File: src/rtl/alu_seq_pkg.sv
// Shared definitions for the ALU instruction sequencer: instruction field
// positions, ALU opcodes, FSM state encoding and an instruction decoder.
package alu_seq_pkg;

  localparam int unsigned INSTR_W   = 24;

  // Instruction field bit positions
  localparam int unsigned WRITE_BIT = 23;
  localparam int unsigned FUNC_MSB  = 22;
  localparam int unsigned FUNC_LSB  = 20;
  localparam int unsigned RD_MSB    = 19;
  localparam int unsigned RD_LSB    = 16;
  localparam int unsigned A1_MSB    = 15;
  localparam int unsigned A1_LSB    = 12;
  localparam int unsigned A2_MSB    = 11;
  localparam int unsigned A2_LSB    = 8;
  localparam int unsigned MEM_MSB   = 7;
  localparam int unsigned MEM_LSB   = 0;

  // ALU opcodes
  localparam logic [2:0] FUNC_ADD  = 3'd0;
  localparam logic [2:0] FUNC_SUB  = 3'd1;
  localparam logic [2:0] FUNC_AND  = 3'd2;
  localparam logic [2:0] FUNC_OR   = 3'd3;
  localparam logic [2:0] FUNC_XOR  = 3'd4;
  localparam logic [2:0] FUNC_NOTA = 3'd5;
  localparam logic [2:0] FUNC_NOTB = 3'd6;
  localparam logic [2:0] FUNC_INCA = 3'd7;

  // Sequencer FSM states
  typedef enum logic [1:0] {
    ST_IDLE  = 2'd0,
    ST_CHECK = 2'd1,
    ST_STALL = 2'd2,
    ST_ISSUE = 2'd3
  } seq_state_e;

  // Decoded instruction
  typedef struct packed {
    logic       write;
    logic [2:0] func;
    logic [3:0] rd;
    logic [3:0] addr1;
    logic [3:0] addr2;
    logic [7:0] memaddr;
  } instr_t;

  // Split a raw instruction word into its fields
  function automatic instr_t decode_instr(input logic [INSTR_W-1:0] raw);
    instr_t f;
    f.write   = raw[WRITE_BIT];
    f.func    = raw[FUNC_MSB:FUNC_LSB];
    f.rd      = raw[RD_MSB:RD_LSB];
    f.addr1   = raw[A1_MSB:A1_LSB];
    f.addr2   = raw[A2_MSB:A2_LSB];
    f.memaddr = raw[MEM_MSB:MEM_LSB];
    return f;
  endfunction

endpackage

File: src/rtl/alu_seq_fifo.sv
// Instruction queue: DEPTH entries of WIDTH bits, power-of-two depth so the
// pointers wrap naturally, registered occupancy count, no write-to-read bypass.
module alu_seq_fifo #(
  parameter int DEPTH = 8,
  parameter int WIDTH = 24,
  parameter int CW    = 5
) (
  input  logic             clk,
  input  logic             rst,
  input  logic             push,
  input  logic             pop,
  input  logic [WIDTH-1:0] wdata,
  output logic [WIDTH-1:0] rdata,
  output logic [CW-1:0]    count
);

  localparam int AW = (DEPTH > 1) ? $clog2(DEPTH) : 1;
  localparam logic [CW-1:0] DEPTH_C = CW'(DEPTH);

  logic [WIDTH-1:0] mem_q [DEPTH];
  logic [AW-1:0]    wptr_q, wptr_d;
  logic [AW-1:0]    rptr_q, rptr_d;
  logic [CW-1:0]    count_q, count_d;
  logic             do_push_s, do_pop_s;

  // Qualify requests against occupancy and compute next pointers/count
  always_comb begin
    do_push_s = push && (count_q < DEPTH_C);
    do_pop_s  = pop && (count_q != {CW{1'b0}});
    if (do_push_s) begin
      wptr_d = wptr_q + AW'(1);
    end else begin
      wptr_d = wptr_q;
    end
    if (do_pop_s) begin
      rptr_d = rptr_q + AW'(1);
    end else begin
      rptr_d = rptr_q;
    end
    case ({do_push_s, do_pop_s})
      2'b10:   count_d = count_q + CW'(1);
      2'b01:   count_d = count_q - CW'(1);
      default: count_d = count_q;
    endcase
  end

  // Pointer and occupancy registers with synchronous reset
  always_ff @(posedge clk) begin
    if (rst) begin
      wptr_q  <= {AW{1'b0}};
      rptr_q  <= {AW{1'b0}};
      count_q <= {CW{1'b0}};
    end else begin
      wptr_q  <= wptr_d;
      rptr_q  <= rptr_d;
      count_q <= count_d;
    end
  end

  // Storage array; contents are only meaningful between pointers
  always_ff @(posedge clk) begin
    if (do_push_s) begin
      mem_q[wptr_q] <= wdata;
    end
  end

  assign rdata = mem_q[rptr_q];
  assign count = count_q;

endmodule

File: src/rtl/alu_instr_sequencer.sv
// ALU instruction sequencer: queues incoming instructions, checks the head
// against the previously issued instruction for a read-after-write hazard,
// inserts bubble cycles on a hazard and presents each instruction to the ALU
// for a fixed number of cycles.
module alu_instr_sequencer
  import alu_seq_pkg::*;
#(
  parameter int DEPTH       = 8,
  parameter int HOLD_CYCLES = 2,
  parameter int RAW_STALL   = 2
) (
  input  logic        clk1,
  input  logic        rst,
  input  logic        in_valid,
  output logic        in_ready,
  input  logic [23:0] in_instr,
  input  logic        pause,
  output logic [3:0]  addr1,
  output logic [3:0]  addr2,
  output logic [3:0]  rd,
  output logic [2:0]  func,
  output logic [7:0]  memaddr,
  output logic        write,
  output logic        issue_valid,
  output logic [4:0]  count,
  output logic [7:0]  stall_cnt
);

  // Last cycle index of the hold and stall phases (timer counts from 0)
  localparam logic [7:0] HOLD_LAST  = 8'(HOLD_CYCLES - 1);
  localparam logic [7:0] STALL_LAST = 8'(RAW_STALL - 1);
  localparam logic [4:0] DEPTH_C    = 5'(DEPTH);

  logic        fifo_push_s;
  logic        fifo_pop_s;
  logic [23:0] head_raw_s;
  instr_t      head_s;
  logic [4:0]  count_s;
  logic        queue_nonempty_s;
  logic        hazard_s;
  logic        load_s;

  seq_state_e  state_q, state_d;
  logic [7:0]  timer_q, timer_d;
  logic [7:0]  stall_cnt_q, stall_cnt_d;
  logic [3:0]  addr1_q, addr1_d;
  logic [3:0]  addr2_q, addr2_d;
  logic [3:0]  rd_q, rd_d;
  logic [2:0]  func_q, func_d;
  logic [7:0]  memaddr_q, memaddr_d;
  logic        write_q, write_d;
  logic        issue_valid_q, issue_valid_d;
  logic        last_write_q, last_write_d;
  logic [3:0]  last_rd_q, last_rd_d;

  alu_seq_fifo #(
    .DEPTH (DEPTH),
    .WIDTH (INSTR_W),
    .CW    (5)
  ) u_fifo (
    .clk   (clk1),
    .rst   (rst),
    .push  (fifo_push_s),
    .pop   (fifo_pop_s),
    .wdata (in_instr),
    .rdata (head_raw_s),
    .count (count_s)
  );

  // Upstream handshake and head-of-queue hazard detection
  always_comb begin
    in_ready         = (count_s < DEPTH_C);
    fifo_push_s      = in_valid && in_ready;
    queue_nonempty_s = (count_s != 5'd0);
    head_s           = decode_instr(head_raw_s);
    hazard_s         = last_write_q &&
                       ((head_s.addr1 == last_rd_q) || (head_s.addr2 == last_rd_q));
  end

  // Next-state logic: phase sequencing, stall counting, output loading
  always_comb begin
    state_d       = state_q;
    timer_d       = timer_q;
    stall_cnt_d   = stall_cnt_q;
    addr1_d       = addr1_q;
    addr2_d       = addr2_q;
    rd_d          = rd_q;
    func_d        = func_q;
    memaddr_d     = memaddr_q;
    write_d       = write_q;
    issue_valid_d = issue_valid_q;
    last_write_d  = last_write_q;
    last_rd_d     = last_rd_q;
    load_s        = 1'b0;

    case (state_q)
      ST_IDLE: begin
        if (queue_nonempty_s && !pause) begin
          state_d = ST_CHECK;
        end else begin
          state_d = ST_IDLE;
        end
      end
      ST_CHECK: begin
        if (hazard_s) begin
          state_d = ST_STALL;
          timer_d = 8'd0;
          if (stall_cnt_q != 8'd255) begin
            stall_cnt_d = stall_cnt_q + 8'd1;
          end else begin
            stall_cnt_d = stall_cnt_q;
          end
        end else begin
          load_s = 1'b1;
        end
      end
      ST_STALL: begin
        if (timer_q == STALL_LAST) begin
          load_s = 1'b1;
        end else begin
          timer_d = timer_q + 8'd1;
        end
      end
      ST_ISSUE: begin
        if (timer_q == HOLD_LAST) begin
          issue_valid_d = 1'b0;
          write_d       = 1'b0;
          timer_d       = 8'd0;
          if (queue_nonempty_s && !pause) begin
            state_d = ST_CHECK;
          end else begin
            state_d = ST_IDLE;
          end
        end else begin
          timer_d = timer_q + 8'd1;
        end
      end
      default: begin
        state_d = ST_IDLE;
      end
    endcase

    // Pop the head and present it; it becomes the hazard reference
    if (load_s) begin
      state_d       = ST_ISSUE;
      timer_d       = 8'd0;
      addr1_d       = head_s.addr1;
      addr2_d       = head_s.addr2;
      rd_d          = head_s.rd;
      func_d        = head_s.func;
      memaddr_d     = head_s.memaddr;
      write_d       = head_s.write;
      issue_valid_d = 1'b1;
      last_write_d  = head_s.write;
      last_rd_d     = head_s.rd;
    end else begin
      last_write_d  = last_write_q;
    end
  end

  assign fifo_pop_s = load_s;

  // Sequencer state and registered ALU-side outputs
  always_ff @(posedge clk1) begin
    if (rst) begin
      state_q       <= ST_IDLE;
      timer_q       <= 8'd0;
      stall_cnt_q   <= 8'd0;
      addr1_q       <= 4'd0;
      addr2_q       <= 4'd0;
      rd_q          <= 4'd0;
      func_q        <= 3'd0;
      memaddr_q     <= 8'd0;
      write_q       <= 1'b0;
      issue_valid_q <= 1'b0;
      last_write_q  <= 1'b0;
      last_rd_q     <= 4'd0;
    end else begin
      state_q       <= state_d;
      timer_q       <= timer_d;
      stall_cnt_q   <= stall_cnt_d;
      addr1_q       <= addr1_d;
      addr2_q       <= addr2_d;
      rd_q          <= rd_d;
      func_q        <= func_d;
      memaddr_q     <= memaddr_d;
      write_q       <= write_d;
      issue_valid_q <= issue_valid_d;
      last_write_q  <= last_write_d;
      last_rd_q     <= last_rd_d;
    end
  end

  assign addr1       = addr1_q;
  assign addr2       = addr2_q;
  assign rd          = rd_q;
  assign func        = func_q;
  assign memaddr     = memaddr_q;
  assign write       = write_q;
  assign issue_valid = issue_valid_q;
  assign count       = count_s;
  assign stall_cnt   = stall_cnt_q;

endmodule

File: config.mk
export PLATFORM = sky130hd
export DESIGN_NAME = alu_instr_sequencer
export DESIGN_NICKNAME = d
export VERILOG_FILES = /design/src/rtl/alu_seq_pkg.sv /design/src/rtl/alu_seq_fifo.sv /design/src/rtl/alu_instr_sequencer.sv
export SDC_FILE = /design/constraint.sdc
export NUM_CORES = 1
export LEC_CHECK = 0
export ABC_AREA = 1
export BUFFER_PORTS_ARGS = -buffer_cell sky130_fd_sc_hd__buf_2
export CAP_MARGIN = 20
export CORE_MARGIN = 10
export CORE_UTILIZATION = 59
export DETAILED_ROUTE_END_ITERATION = 7
export MAX_ROUTING_LAYER = met4
export PLACE_DENSITY = 0.78
export SLEW_MARGIN = 20
export SYNTH_ARGS = -nofsm -noshare
export SYNTH_HDL_FRONTEND = slang
export SYNTH_SLANG_ARGS = --single-unit
File: constraint.sdc
create_clock -name clk1 -period 7.87 [get_ports clk1]
set_clock_uncertainty 0.05 [all_clocks]
set_input_delay 1.574 -clock clk1 [delete_from_list [all_inputs] [get_ports clk1]]
set_output_delay 1.574 -clock clk1 [all_outputs]
set_load 0.03 [all_outputs]
# ---- Word level (Yosys, flattened, before mapping)
# Memory sizes are Yosys's and may differ from the RTL's. A register that Yosys moved wholly into a read port is not among the register bits.
# Cells that the tools add are included.
# Widths: inputs -> output; s select.
dict set report totals {
  register_bits 55
  mem_bits_rw 192
  inputBits 28
  word_cells 75
  mem_count 1
}
# name words word_bits rd rd_clocked_by_memory_dff wr line
set memory_table {}
lappend memory_table {u_fifo.mem_q 8 24 1 1 1 alu_seq_fifo.sv:20} ;# logic [WIDTH-1:0] mem_q [DEPTH];
dict set report op_classes {
  n_addsub 6
  n_lt_le_gt_ge 1
  n_eq_ne 13
  n_mux 21
  n_reduce_logical 19
}
# operator n
set op_table {}
lappend op_table {{$mux 8} 3}
lappend op_table {{$pmux 8 s3} 1}
lappend op_table {{$add 8x1->8 const B} 2}
lappend op_table {{$pmux 5 s2} 1}
lappend op_table {{$mux 1} 9}
lappend op_table {{$reduce_and 3->1} 3}
lappend op_table {{$eq 4x4->1} 2}
lappend op_table {{$eq 8x1->1 const B} 1}
lappend op_table {{$ne 8x8->1 const B} 1}
lappend op_table {{$add 3x1->3 const B} 2}
lappend op_table {{$eq 2x2->1 const B} 3}
lappend op_table {{$mux 2} 3}
lappend op_table {{$mux 3} 2}
lappend op_table {{$ne 3x2->1 const B} 2}
lappend op_table {{$pmux 2 s3} 1}
lappend op_table {{$reduce_bool 2->1} 3}
lappend op_table {{$add 5x1->5 const B} 1}
lappend op_table {{$logic_and 1x1->1} 5}
lappend op_table {{$lt 5x4->1 const B} 1}
lappend op_table {{$reduce_bool 5->1} 1}
lappend op_table {{$sub 5x1->5 const B} 1}
lappend op_table {{$eq 2x1->1 const B} 2}
lappend op_table {{$ne 2x2->1 const B} 2}
lappend op_table {{$reduce_bool 4->1} 1}
lappend op_table {{7 further kinds} 7}

# ---- Logic depth before layout (Yosys ltp)
# Gate-level depths: netlist (run 1).
dict set report depth {
  depth_word 8
  ltp_mapped 30
}

# ---- By module
# A second synthesis (run 1) with hierarchy kept.
dict set report unflattened {
  cells_unflattened 978
  area_unflattened_um2 10598.9
}
# module n_inst cells_per_inst area_each_um2 seq_area_each_um2
set modules_own_cells {}
lappend modules_own_cells {alu_seq_fifo 1 648 8281.7 6045.8}
lappend modules_own_cells {alu_instr_sequencer 1 330 2317.2 880.8}

# ---- Worst setup path after synthesis (run 1)
# No wires, ideal clock.
dict set report synth_timing {
  kind {input port to flip-flop}
  startpoint {input in_valid}
  endpoint {memory u_fifo.mem_q[0][0] (enable)}
  setup_time_ns 0.405
  arrival_ns 2.982
  required_time_ns 7.415
  path_slack_ns 4.433
  cell_stages 4
  path_buffers 0
  path_cell_list {nand2_1 -> inv_1 -> nand2_1 -> nor2_1}
}
dict set report synth_between {
  elab_chain_cells 4
}
# element line
set synth_rtl {}
lappend synth_rtl {{start, declared} alu_instr_sequencer.sv:14} ;# input logic in_valid,
lappend synth_rtl {{$logic_and 1x1->1} alu_instr_sequencer.sv:73} ;# fifo_push_s = in_valid && in_ready;
lappend synth_rtl {{$logic_and 1x1->1} alu_seq_fifo.sv:28} ;# do_push_s = push && (count_q < DEPTH_C);
lappend synth_rtl {{$mux 1} alu_seq_fifo.sv:62} ;# if (do_push_s) begin
lappend synth_rtl {{$mux 1 (not written as such)} alu_seq_fifo.sv:63} ;# mem_q[wptr_q] <= wdata;
lappend synth_rtl {{end, declared} alu_seq_fifo.sv:20}
# Every way passes these cells.

==> results of run 1 <==
[worst max-delay path by stage]
stage               cells past startpoint     start  slack (ns)                      endpoint
floorplan                               4  in_valid        4.43  u_fifo.mem_q[0][0]$_DFFE_PP_
global placement                       26  register        3.82  u_fifo.count[4]$_SDFFE_PP0P_
detailed placement                     27  register        3.67  u_fifo.count[4]$_SDFFE_PP0P_
CTS                                    27  register        3.66  u_fifo.count[4]$_SDFFE_PP0P_
global route                           26  register        3.22  u_fifo.count[4]$_SDFFE_PP0P_
finish                                 27  register        3.63  u_fifo.count[4]$_SDFFE_PP0P_
[logic make-up (layout without fill, tap and decap cells)]
logic type      count (synthesis)  count (layout)
xor+xnor                        9               9
simple gates                  373             373
fa+ha+maj                      13              13
buf+inv                       128             207
flops                         250             250
compound gates                185             185
other cells                     0               1
[flip-flops by register name, indices dropped and copies added, names as in the netlist, 4 cells and up, named ones only]
| signal | flops |
|---|---|
| memaddr | 8 |
| u_fifo.mem_q | 192 |
| u_fifo.count | 5 |
| addr1 | 4 |
| stall_cnt | 8 |
| last_rd_q | 4 |
| timer_q | 8 |
| addr2 | 4 |
[cell usage in the layout (no fill, tap or decap), types with 4 or more instances in the layout]
cell       count
nor4_1         5
nand4_1        8
buf_4         12
nand3_1       76
xor2_1         7
nand2_4        4
clkbuf_16     25
o221ai_1      16
clkbuf_1       7
o22ai_1       19
clkinv_1       5
ha_1          13
o21ai_1       16
inv_1         79
a21oi_2        7
buf_2         66
edfxtp_1     192
nor2_1        88
nand2_1      168
nor2_2         9
nor3_1         4
dfxtp_1       57
o21ai_0       95
a21oi_1       22
[worst reg2reg max path: stages, from the launching register on]
cell and delay [ns]:
dfxtp_1 0.30, buf_4 0.30, inv_2 0.70, nand3_1 0.17
nand3_1 0.13, nand2_1 0.07, nand2_1 0.06, nand2_1 0.06
nor2_1 0.12, nand2_1 0.08, nand2_2 0.11, nand2_4 0.08
nand2_8 0.10, nand2_4 0.08, nand3_2 0.12, inv_2 0.06
ha_1 0.23, xor2_1 0.18, ha_1 0.19, or2_2 0.31
nand2_1 0.06, nand2_1 0.05, a21oi_1 0.16, nand2_1 0.07
nand2_1 0.05, nor2_1 0.04, o21ai_0 0.14, a21oi_1 0.05
[stage by stage]
| stage | utilization (%) | area (um^2) | hold slack, ns | total power [uW] |
|---|---|---|---|---|
| final | 67.6 | 11700 | 0.419 | 3180 |
| after global routing | 67.6 | 11700 | 0.451 | 3310 |
| after CTS | 67.6 | 11700 | 0.424 | 3200 |
| after detailed placement | 63.1 | 10900 | 0.414 | 2080 |
| after global placement | 63.1 | 10900 | 0.402 | 2070 |
| after floorplan | - | 10400 | 0.413 | 1940 |
[final cells by class]
| cell class | count | area share [%] |
|---|---|---|
| inverter | 84 | 2.72 |
| clock inverter | 9 | 0.706 |
| multi-input combinational | 580 | 25.3 |
| tap | 225 | 2.41 |
| clock buffer | 36 | 5.97 |
| antenna | 1 | 0.0214 |
| sequential | 250 | 59.2 |
| timing repair buffer | 78 | 3.59 |
[power breakdown]
| group | leakage, uW | switching (uW) | internal [uW] |
|---|---|---|---|
| combinational | 0.00192 | 366 | 140 |
| sequential | 0.00221 | 43.7 | 1510 |
| clock | 0.000380 | 473 | 651 |
| total | 0.00451 | 883 | 2300 |
[metal layers]
layer,track usage (%),vias up,wire [um]
met2,30.9,291,11000
met1,25.2,3411,9710
met3,3.34,50,1880
li1,-,3467,-
met4,6.13,0,485
met5,-,-,0
==> results by group, run 1 <==
Finish
  – Area Growth Syn to Fin: 12.3%
  – Sequential Area: between 6000 and 7000 um^2
  – Multi-input logic area: 2960 um^2
  – Number of fill cells in the layout: between 1k and 1.5k
  – NumNets Final: between 1k and 1.5k
  – Final Non-Filler Cells: roughly 1.3k
  – Share of layout cells above drive strength 1: 14.2%

CTS
  – Clock tree buffer depth: 3
  – CTS H-tree lvls: 1
  – Root Driver: clkbuf_16
  – Post-CTS setup buffer count: 0
  – Skew-Pair Late Insertion Delay: 0.53 ns
  – Total CTS buffers: 25
  – CTS resizes: 0
  – Reg clk slew, reported paths: 0.06 ns
  – Hold_buf cts: 0
  – TritonCTS clock tree: built
  – Sink Count: 250

Worst setup path
  – Cell mode on critical path: nand2_1
  – Reg2Reg Setup Slack: between 3 and 4 ns
  – Setup crit end kind: register
  – Slowest-stage cell, CP: inv_2
  – R2r endpoint: u_fifo.count[4]$_SDFFE_PP0P_
  – CP required: ~8.2 ns
  – Critical path type: register to register
  – Family with the most delay on the worst path: simple AND/OR/NAND/NOR gates
  – Startpoint Class: register
  – Arr. time, crit path: between 4 and 5 ns
  – CP Max Fanout: 49
  – Reg2reg path depth: 27
  – Critical path's largest stage delay: 0.70 ns
  – Buf/Inv on CP: 3

Global routing
  – Initial antenna violation count: 1
  – Largest net degree at the start of global routing: just under 100
  – Global-route wire length before repair: around 36,000 um
  – Vias in the first global route: about 6.9k
  – Total track usage: between 15 and 20%
  – Gr ovfl total: 0

Route
  – DR DRC count: 0
  – Number of antenna-violating nets in the routed design: 0
  – Via/cell ratio: between 5 and 6
  – DR pass1 iterations: 5
  – Final WL: 23,100 um
  – Iter 0 DRT Violations: between 700 and 800
  – Vias post-DR: between 7k and 8k
  – Wire length per cell: roughly 18 um

Logic synthesis
  – Synth top area share: between 50% and 60%
  – Synth area leader: edfxtp_1
  – Syn Std Cell Area: 10,400 um^2
  – XOR/XNOR Fraction of Synth Area: less than 1%
  – Synth Register Bits: 250
  – Syn nets: roughly 1,000
  – Largest family of logic cells by synthesized area: simple AND/OR/NAND/NOR gates
  – EDFF count, synth: 192
  – Register area share after synthesis: between 60% and 70%
  – Gate Count Post-Synth: ~960
  – Ys async rst share: 0%
  – Adder-cell share of the synthesized area: approximately 1.6%
  – Post-Syn Area per Cell: between 10 and 15 um^2
  – Top cells by area, synth: edfxtp_1, dfxtp_1, nand2_1, o21ai_0, nand3_1
  – Post-synth cell types: 42
  – Post-synthesis mux area share: 0%
  – Most common cell in the netlist: edfxtp_1
  – YS warnings: 0
  – Synth Area in Simple Gates: approximately 16%
  – Main synth FF type: edfxtp_1
  – Synth top cells by count: edfxtp_1, nand2_1, nor2_1, o21ai_0, inv_1
  – Compound-Gate Fraction of Synth Area: between 10% and 20%

Power
  – Leakage power: around 0.0045 uW
  – Worst VDD drop: 200 uV
  – P per Cell Area: ~270 nW/um^2

STA
  – Tmin final: about 4.2 ns
  – Hold Vio Cnt, Final: 0
  – Rel. slew slack: 35.5%
  – Fin crit share: between 50% and 60%
  – Setup WS post-layout: 3.63 ns
  – Unrepaired setup endpoints after global routing: no
  – Fin. max-slew vios: 0
  – Worst-margin pin slew: 0.968 ns
  – TNS Setup: 0 ns
  – Final setup vio count: 0
  – Fmax: ~240 MHz

Placement
  – Port Buf Inserts: between 60 and 70
  – Hpwl dp: between 10,000 and 15,000 um
  – Dpl cells: between 1k and 1.5k
  – RePlAce Congestion: around 0.87
  – Placement Setup Slack: 3.67 ns

Worst hold path
  – Worst min-delay path startpoint: issue_valid$_SDFFE_PP0P_
  – Hold depth: 2
  – Hold Path Class: register to register
  – WHS Endpoint: issue_valid$_SDFFE_PP0P_

Floorplan
  – Rows: 48
  – Initial core utilization: between 60% and 70%
  – Top Ports: 67
  – Width of the die: roughly 150 um
  – Die height: ~150 um
  – Die ar.: roughly 23,000 um^2
  – Core area: 17,300 um^2

Flow run
  – Max Cap Viol: 0

Run status
  – Status: finished, final reports clean
No activity file was read; power rests on OpenSTA's default activity.
==> inputs of run 2 (changes only) <==
ABC_AREA = 0   (was 1)
CORE_UTILIZATION = 54   (was 59)
PLACE_DENSITY = 0.75   (was 0.78)
clock period = 3.5 ns   (was 7.87 ns; I/O delays follow)
==> run 2 against run 1 <==
- the flow now finishes with violations (setup timing)
- sequential share of layout area shrank 0.26 points
- clock-buffer cell count did not move
- critical path depth fell by 11
- sequential power up 120%
- highest routed layer unchanged
- largest cell class unchanged
==> results by group, run 2 <==
Route
  – Final WL: 21,000 um
  – Wire length per cell: about 22 um
  – Via/cell ratio: between 5 and 6
  – DR DRC count: 0
  – Number of antenna-violating nets in the routed design: 0
  – Iter 0 DRT Violations: between 400 and 500
  – DR pass1 iterations: 4
  – Vias post-DR: 5,740

CTS
  – CTS H-tree lvls: 1
  – Skew-Pair Late Insertion Delay: just over 0.5 ns
  – Clock tree buffer depth: 3
  – Root Driver: clkbuf_16
  – Total CTS buffers: 25
  – TritonCTS clock tree: built
  – Sink Count: 250
  – Reg clk slew, reported paths: about 0.06 ns

Finish
  – Largest register FFs: approximately 190
  – Area Growth Syn to Fin: 17.2%
  – Commonest non-fill, non-tap cell in the layout: edfxtp_1
  – Most frequent cells in the layout: edfxtp_1, buf_2, dfxtp_1, mux2_2, mux4_2
  – NumNets Final: 767
  – Register name with the most flops: u_fifo.mem_q
  – Share of layout cells above drive strength 1: 34.4%

Worst hold path
  – Hold depth: 2
  – Worst min-delay path startpoint: addr1[0]$_SDFFE_PP0P_
  – WHS Endpoint: addr1[0]$_SDFFE_PP0P_
  – Hold Path Class: register to register

STA
  – Hold Vio Cnt, Final: 0
  – Fin. max-slew vios: 0
  – Fmax: roughly 270 MHz
  – Unrepaired setup endpoints after global routing: yes
  – WHS: approximately 0.4 ns
  – Fin crit share: 104%
  – Tmin final: between 3 and 4 ns
  – Worst-margin pin slew: 0.692 ns
  – Rel. slew slack: 53.4%
  – Final setup vio count: 2
  – Setup WS post-layout: -0.152 ns

Logic synthesis
  – Synth area leader: edfxtp_1
  – Synth Register Bits: between 200 and 300
  – Post-synth cell types: between 40 and 50
  – Main synth FF type: edfxtp_1
  – Syn Std Cell Area: between 10,000 and 15,000 um^2
  – Top cells by area, synth: edfxtp_1, dfxtp_1, mux4_2, mux2_2, mux2i_1
  – EDFF count, synth: roughly 190
  – Post-Syn Area per Cell: 16.0 um^2
  – Ys async rst share: 0%
  – Register area share after synthesis: between 60% and 70%
  – Synth top area share: between 50 and 60%
  – Synth top cells by count: edfxtp_1, dfxtp_1, nor2_1, mux2_2, mux4_2
  – YS warnings: 0
  – Gate Count Post-Synth: around 630
  – Syn nets: approximately 670
  – Most common cell in the netlist: edfxtp_1

Global routing
  – Total track usage: between 10% and 20%
  – Met1 Usage GRT: between 20 and 25%
  – GRT Max-Usage Layer: met2
  – Grt met3 use: under 10%
  – Initial antenna violation count: 2
  – Gr ovfl total: 0
  – Largest net degree at the start of global routing: 44
  – Global-route wire length before repair: ~33,000 um
  – Met2 usage: around 29%
  – Vias in the first global route: between 5k and 6k

Worst setup path
  – Reg2reg path depth: 16
  – Setup crit end kind: register
  – R2r endpoint: u_fifo.count[4]$_SDFFE_PP0P_
  – Critical path type: register to register
  – Arr. time, crit path: about 4.0 ns
  – Reg2Reg Setup Slack: -0.15 ns
  – CP required: between 3 and 4 ns
  – CP Max Fanout: 8
  – Startpoint Class: register

Run status
  – Status: finished, violations left
  – Failing checks: setup timing

Floorplan
  – Rows: a little under 50
  – Core area: roughly 18,000 um^2
  – Initial core utilization: between 50 and 60%
  – Die height: between 150 and 200 um
  – Die ar.: about 24,000 um^2
  – Top Ports: 67
  – Width of the die: 156 um

Placement
  – Port Buf Inserts: 66
  – Hpwl dp: about 13,000 um
  – RePlAce Congestion: about 0.86

Power
  – P per Cell Area: ~560 nW/um^2
  – Leakage power: 0.00409 uW
  – Worst VDD drop: 466 uV
  – Total power draw: 6550 uW

Flow run
  – Max Cap Viol: 0
[run 2: cell types whose count changed after synthesis, sizes merged, moves of 9 or more]
cell and delta:
clkbuf -9, inv -69, mux2 +40, mux2i +20
mux4 +36, nand2 -150, nand3 -67, nor2 -56
o21ai -94, o221ai -16, o22ai -9, or3 +19
[run 2: what timing repair did]
action	CTS	global route
pin swaps	6	10
cloned	1	0
resized for setup	10	8
setup endpoints to repair	2	5
buffers inserted	1	2
hold endpoints to repair	0	0
hold buffers	0	0
[run 2: logic make-up after synthesis]
kind of cell	after synthesis	synth area share (%)
AO/OA/AOI/OAI	78	4.72
adder cells (fa/ha/maj)	13	1.62
flip-flops	250	69.1
XOR/XNOR	15	1.31
buffers and inverters	44	2.13
AND/OR/NAND/NOR	130	6.56
multiplexers	96	14.6
[run 2: how the worst max path moves through the flow]
stage                     cells after the start  startpoint                            to
final                                        16    register  u_fifo.count[4]$_SDFFE_PP0P_
after global routing                         16    register  u_fifo.count[4]$_SDFFE_PP0P_
after CTS                                    16    register  u_fifo.count[4]$_SDFFE_PP0P_
after detailed placement                     16    register  u_fifo.count[4]$_SDFFE_PP0P_
after global placement                       17    register  u_fifo.count[4]$_SDFFE_PP0P_
after floorplan                              22    register  u_fifo.count[4]$_SDFFE_PP0P_
[run 2: area by class of cell]
class | count | area [um^2]
Sequential cell | 250 | 6930
Fill cell | 1246 | 6330
Multi-Input combinational cell | 332 | 3030
Clock buffer | 36 | 697
Timing Repair Buffer | 103 | 649
Tap cell | 229 | 287
Clock inverter | 9 | 104
Inverter | 14 | 52.6
Antenna cell | 2 | 5.00
[run 2: where the power goes]
part           switching [uW]  internal [uW]
Combinational             385            253
Sequential               52.5           3280
Clock                    1040           1530
Total                    1480           5070
[run 2: routing by layer]
layer	wire length, um	share of wire [%]
met1	8640	41
met5	0	0
met2	10500	50
met4	494	2.4
met3	1330	6.3
[run 2: stage by stage]
stage	instance area (um^2)	instances	utilization [%]	setup slack [ns]	setup TNS, ns
after detailed placement	10800	925	59.9	-0.101	-0.144
after CTS	11700	972	64.8	-0.0628	-0.0685
after global placement	10800	925	59.9	-0.0151	-0.0151
after floorplan	10100	626	-	-0.480	-0.864
final	11800	975	65.0	-0.152	-0.266
after global routing	11800	975	65.0	-0.314	-0.599
[run 2: worst max-delay path, cell delays in order, from the launching register on]
cell     delay [ns]
dfxtp_4        0.44
mux4_2         0.53
mux2i_1        0.24
xor2_1         0.19
nand3_1        0.11
o22a_1         0.23
o31ai_4        0.30
nor2_4         0.06
ha_4           0.18
xor2_2         0.13
ha_2           0.20
a21oi_1        0.20
a21oi_2        0.05
a21oi_2        0.14
xor2_1         0.09
or3_1          0.31
a21oi_1        0.13
